<file path="src/rtl/regfile_operand_sequencer.sv">
// Operand sequencer between decode and execute/writeback.
// Reads two sources from the 32x32 register array, registers them for
// execute, and holds back instructions whose sources or destination still
// have a write pending in the busy-bit scoreboard.
//
// Handshakes: a transfer happens on a rising edge where valid && ready.
// Ready never depends on valid on the same side. A producer holding valid
// while ready is low must keep its payload stable. op_* hold while
// op_valid && !op_ready. Writeback has no ready and is always taken.
module regfile_operand_sequencer #(
    parameter bit BYPASS = 1'b1,
    parameter int CNT_W  = 16
) (
    input  logic             clk,
    input  logic             reset_n,
    input  logic             issue_valid,
    output logic             issue_ready,
    input  logic [4:0]       issue_rs1,
    input  logic [4:0]       issue_rs2,
    input  logic [4:0]       issue_rd,
    input  logic             issue_rd_we,
    output logic             op_valid,
    input  logic             op_ready,
    output logic [31:0]      op_a,
    output logic [31:0]      op_b,
    output logic [4:0]       op_rd,
    output logic             op_rd_we,
    input  logic             wb_valid,
    input  logic [4:0]       wb_rd,
    input  logic [31:0]      wb_data,
    output logic [4:0]       rf_enable_a,
    output logic [4:0]       rf_enable_b,
    output logic [4:0]       rf_select,
    output logic [31:0]      rf_store_data,
    output logic             rf_we,
    input  logic [31:0]      rf_a_bus,
    input  logic [31:0]      rf_b_bus,
    output logic [CNT_W-1:0] stall_count,
    output logic [31:0]      busy_dbg
);

    logic [31:0]      busy_q, busy_d;
    logic [31:0]      wb_hit;
    logic [31:0]      set_vec;
    logic             op_valid_q, op_valid_d;
    logic [31:0]      op_a_q, op_a_d;
    logic [31:0]      op_b_q, op_b_d;
    logic [4:0]       op_rd_q, op_rd_d;
    logic             op_rd_we_q, op_rd_we_d;
    logic [CNT_W-1:0] stall_q, stall_d;
    logic             src_rdy_a, src_rdy_b, dst_rdy;
    logic             accept;

    // Array ports are straight pass-throughs; x0 writes are suppressed.
    assign rf_enable_a   = issue_rs1;
    assign rf_enable_b   = issue_rs2;
    assign rf_select     = wb_rd;
    assign rf_store_data = wb_data;
    assign rf_we         = wb_valid && (wb_rd != 5'd0);

    // One-hot decode of the writeback target.
    always_comb begin
        wb_hit = '0;
        if (wb_valid) begin
            wb_hit[wb_rd] = 1'b1;
        end
    end

    // A source may bypass only in BYPASS builds; a WAW always clears on the
    // same-cycle writeback since the new write lands later anyway.
    assign src_rdy_a = !busy_q[issue_rs1] || (BYPASS && wb_hit[issue_rs1]);
    assign src_rdy_b = !busy_q[issue_rs2] || (BYPASS && wb_hit[issue_rs2]);
    assign dst_rdy   = !issue_rd_we || !busy_q[issue_rd] || wb_hit[issue_rd];

    assign issue_ready = (!op_valid_q || op_ready) && src_rdy_a && src_rdy_b && dst_rdy;
    assign accept      = issue_valid && issue_ready;

    // Next-state for scoreboard, operand register and stall counter.
    always_comb begin
        set_vec = '0;
        if (accept && issue_rd_we && (issue_rd != 5'd0)) begin
            set_vec[issue_rd] = 1'b1;
        end
        // Set is applied after clear so a same-cycle set wins.
        busy_d    = (busy_q & ~wb_hit) | set_vec;
        busy_d[0] = 1'b0;

        op_valid_d = op_valid_q;
        op_a_d     = op_a_q;
        op_b_d     = op_b_q;
        op_rd_d    = op_rd_q;
        op_rd_we_d = op_rd_we_q;
        if (accept) begin
            op_valid_d = 1'b1;
            if (issue_rs1 == 5'd0) begin
                op_a_d = '0;
            end else if (BYPASS && wb_hit[issue_rs1]) begin
                op_a_d = wb_data;
            end else begin
                op_a_d = rf_a_bus;
            end
            if (issue_rs2 == 5'd0) begin
                op_b_d = '0;
            end else if (BYPASS && wb_hit[issue_rs2]) begin
                op_b_d = wb_data;
            end else begin
                op_b_d = rf_b_bus;
            end
            op_rd_d    = issue_rd;
            op_rd_we_d = issue_rd_we && (issue_rd != 5'd0);
        end else if (op_ready) begin
            op_valid_d = 1'b0;
        end

        stall_d = stall_q;
        if (issue_valid && !issue_ready && (stall_q != {CNT_W{1'b1}})) begin
            stall_d = stall_q + {{(CNT_W-1){1'b0}}, 1'b1};
        end
    end

    // State registers with asynchronous clear.
    always_ff @(posedge clk or negedge reset_n) begin
        if (!reset_n) begin
            busy_q     <= '0;
            op_valid_q <= 1'b0;
            op_a_q     <= '0;
            op_b_q     <= '0;
            op_rd_q    <= '0;
            op_rd_we_q <= 1'b0;
            stall_q    <= '0;
        end else begin
            busy_q     <= busy_d;
            op_valid_q <= op_valid_d;
            op_a_q     <= op_a_d;
            op_b_q     <= op_b_d;
            op_rd_q    <= op_rd_d;
            op_rd_we_q <= op_rd_we_d;
            stall_q    <= stall_d;
        end
    end

    assign op_valid    = op_valid_q;
    assign op_a        = op_a_q;
    assign op_b        = op_b_q;
    assign op_rd       = op_rd_q;
    assign op_rd_we    = op_rd_we_q;
    assign stall_count = stall_q;
    assign busy_dbg    = busy_q;

endmodule
</file>
<file path="config.mk">
export PLATFORM = sky130hd
export DESIGN_NAME = regfile_operand_sequencer
export DESIGN_NICKNAME = d
export VERILOG_FILES = /design/src/rtl/regfile_operand_sequencer.sv
export SDC_FILE = /design/constraint.sdc
export NUM_CORES = 1
export LEC_CHECK = 0
export CORE_MARGIN = 1
export CORE_UTILIZATION = 40
export CTS_BUF_LIST = sky130_fd_sc_hd__clkbuf_16
export DETAILED_ROUTE_END_ITERATION = 8
export PLACE_DENSITY = 0.81
export SLEW_MARGIN = 15
export SYNTH_ARGS = -nofsm -noshare
export SYNTH_HDL_FRONTEND = slang
export SYNTH_SLANG_ARGS = --single-unit
</file>
<file path="constraint.sdc">
create_clock -name clk -period 7 [get_ports clk]
set_input_delay 2.1 -clock clk [delete_from_list [all_inputs] [get_ports clk]]
set_output_delay 2.1 -clock clk [all_outputs]
set_load 0.02 [all_outputs]
</file>
==> impl_metrics.csv <==
group,metric,value,unit
status,status,"complete, no violations",
detailed_routing,detail_route.vias_per_cell,5.57,
detailed_routing,wl_per_cell,20.4,µm
clock_network,clock_latency,0.41,ns
worst_setup_path,crit_buf_inv,3,
cells_and_area,layout_common_cells,"clkdlybuf4s50_1, dfrtp_1, nand2_1",
floorplanning,die_h,135,µm
cells_and_area,drive_gt1_share,10.6,%
place,gp_congestion,0.934,
timing,rsz0062_at_grt,"false",
floorplanning,die_x,135,µm
logic_synthesis,synth_cells,716,
cells_and_area,diodes,0,
timing,fin_ws,0.490,ns
cells_and_area,nNetsFinal,1082,
detailed_routing,vias,6662,
cells_and_area,area_growth,49.8,%
timing,worst_pin_slew,0.930,ns
global_route,grt_pass1_wl,37000,µm
logic_synthesis,ys_ff_latch,118,
worst_setup_path,arrival,4.41,ns
detailed_routing,route.detailed.drc,0,
global_route,grt_usage,26.9,%
detailed_routing,drt-met1-wl,10000,µm
logic_synthesis,syn-cell-area,7080,µm²
worst_setup_path,required,4.90,ns
timing,slew-limit-headroom,38.0,%
worst_setup_path,critPathLaunch,"issue_rd[0]",
detailed_routing,routed_wl,24400,µm
logic_synthesis,async_flop_share,100,%
timing,skew,0.0128,ns
power_and_ir_drop,power.leakage,4.48,nW
worst_setup_path,crit_slowest_cell,"clkdlybuf4s50_1",
power_and_ir_drop,p_per_area,280,nW/µm²
detailed_routing,dr_wl_met3,2260,µm
floorplanning,start_util,40.9,%
logic_synthesis,syn_nets,839,
timing,finalCriticalPeriod,6.51,ns
timing,finalHoldViolations,0,
clock_network,numCtsBuffers,17,
clock_network,cts_max_path_buffers,2,
worst_setup_path,end_kind,"output pin",
worst_setup_path,critPathMostFrequentCell,"o21ai_1",
logic_synthesis,synth.distinct_cells,58,
global_route,overflow,0,
logic_synthesis,synth-main-ff-cell,"dfrtp_1",
worst_setup_path,crit_family,"compound AO/OA/AOI/OAI gates",
detailed_routing,dr.max_layer_used,"met4",
worst_hold_path,min-delay-start,"op_b[1]$_DFFE_PN0P_",
detailed_routing,met2_length,11500,µm
logic_synthesis,ys_warn_count,0,
detailed_routing,ant_nets,0,
power_and_ir_drop,vdd_drop_max,0.000187,V
clock_network,cts_sinks,118,
timing,min_period_over_period,93.0,%
detailed_routing,first_iter_violations,487,
timing,setup_viol,0,
worst_setup_path,worstSetupStartpointType,"primary input",
global_route,grt_max_degree,138,
clock_network,root_buffer,"clkbuf_16",
worst_setup_path,r2r-start,"busy_dbg[19]$_DFF_PN0_",
worst_setup_path,crit_chain,"clkdlybuf4s50_1 -> mux2_2 -> and3_1 -> o41ai_1 -> o211ai_1 -> o21ai_1 -> o21ai_1 -> inv_1 -> dlymetal6s2s_1",
detailed_routing,drt-pass1-iter-count,7,
place,dp_slack,-0.158,ns
logic_synthesis,synth_area_leaders,"dfrtp_1, mux2i_1, o31ai_1",
clock_network,clk_pin_slew,0.05,ns
global_route,grt_antenna_before_repair,0,
clock_network,htree_levels,4,
timing,drv_slew,0,
cells_and_area,final_common_cell,"clkdlybuf4s50_1",
place,dp_hpwl,17400,µm
floorplanning,row_count,48,
logic_synthesis,synth_seq_area_share,41.7,%
floorplanning,io_pins,290,
flow_run,maxCapViolCount,0,
timing,hold_slack,0.475,ns
place,port_buffers,288,
worst_setup_path,path_class,"primary input to output pin",
clock_network,cts_tree,"built",
logic_synthesis,yosysTopAreaCellShare,41.7,%
power_and_ir_drop,total_power,2.96,mW
logic_synthesis,synth_top_cell_by_area,"dfrtp_1",
floorplanning,core_area,17300,µm²
logic_synthesis,synth_edf_count,0,
worst_hold_path,hold_path_class,"flop to flop",
floorplanning,dieArea,18200,µm²
global_route,grt_pass1_vias,6560,
logic_synthesis,syn_area_per_cell,9.89,µm²
worst_setup_path,slowest_delay,0.57,ns
timing,fmax,154,MHz
worst_setup_path,path_max_fanout,3,
area by class of cell:
class | count | area, µm²
well taps | 225 | 282
inverters | 4 | 15.0
clock buffers | 17 | 425
flip-flops and latches | 118 | 2950
fillers | 1467 | 6690
repair buffers | 329 | 3250
clock inverters | 14 | 136
multi-input cells | 489 | 3540
synth_stat cells, types with 3 or more instances:
library cell,instances
a21oi_1,3
nor4_1,7
o21ai_1,11
mux2_2,10
and3_1,12
xor2_1,6
o31ai_1,68
dfrtp_1,118
mux2i_1,83
nand3b_1,6
mux4_2,13
nor3_1,3
nand2_1,86
nor2b_1,5
clkbuf_1,48
o21ai_0,53
nand3_1,15
buf_2,7
nand2b_1,9
buf_4,48
o22ai_1,5
xnor2_1,20
nor3b_1,7
nand4_1,13
nor2_1,12
inv_1,4
o211ai_1,4
or3_1,3
worst paths after layout:
kind,end,slack [ns],depth (start not counted)
max in group asynchronous,stall_count[14]$_DFFE_PN0P_,3.97,2
setup reg to reg,busy_dbg[14]$_DFF_PN0_,3.76,7
setup / recovery,issue_ready,0.49,9
hold reg to reg,op_b[1]$_DFFE_PN0P_,0.48,2
hold / removal,op_b[1]$_DFFE_PN0P_,0.48,2
min in group asynchronous,op_b[4]$_DFFE_PN0P_,1.82,1
metal layers:
| layer | global-route usage (%) | up-vias |
|---|---|---|
| met4 | 10.4 | 0 |
| met1 | 34.4 | 3215 |
| met3 | 8.03 | 43 |
| li1 | - | 3048 |
| met5 | 0 | - |
| met2 | 42.6 | 356 |
power breakdown:
| part | leakage (nW) | internal (mW) | total, mW | switching, mW |
|---|---|---|---|---|
| Combinational | 2.71 | 0.550 | 1.12 | 0.574 |
| Clock | 0.260 | 0.517 | 0.842 | 0.325 |
| Sequential | 1.51 | 0.855 | 0.998 | 0.144 |
worst min-delay path: stages (launching register included):
cell and delay, ns:
dfrtp_1 0.34, nand2_1 0.05, o31ai_1 0.05
kinds of logic (layout without fill, tap and decap cells):
| family | Yosys count | in the layout | share of synthesized area, % |
|---|---|---|---|
| other | 1 | 1 | 0.0530 |
| AOI/OAI and AO/OA | 163 | 163 | 15.2 |
| adders and majority gates | 1 | 1 | 0.177 |
| DFF | 118 | 118 | 41.7 |
| muxes | 106 | 106 | 17.5 |
| and+or+nand+nor | 192 | 192 | 13.8 |
| xor gates and xnor gates | 26 | 26 | 3.22 |
| buffers and inverters | 109 | 364 | 8.45 |
per-stage QoR:
stage                     cells  utilization [%]  area (µm²)  setup TNS [ns]
after floorplan             716                -        7080               0
after global placement     1165             58.0       10000          -0.150
after detailed placement   1165             58.0       10000          -0.158
after CTS                  1196             61.2       10600               0
after global routing       1196             61.3       10600               0
final                      1196             61.3       10600               0
repair_timing:
action,in CTS,in global routing
resized for setup,1,6
endpoints found under the setup margin,1,1
hold buffers,0,0
buffers inserted,0,0
state kept, by name, indices dropped and copies added (netlist names):
name,cells
op_a,32
op_b,32
stall_count,16
op_rd,5
op_rd_we,1
op_valid,1
busy_dbg,31
(Power assumes the default switching activity.)
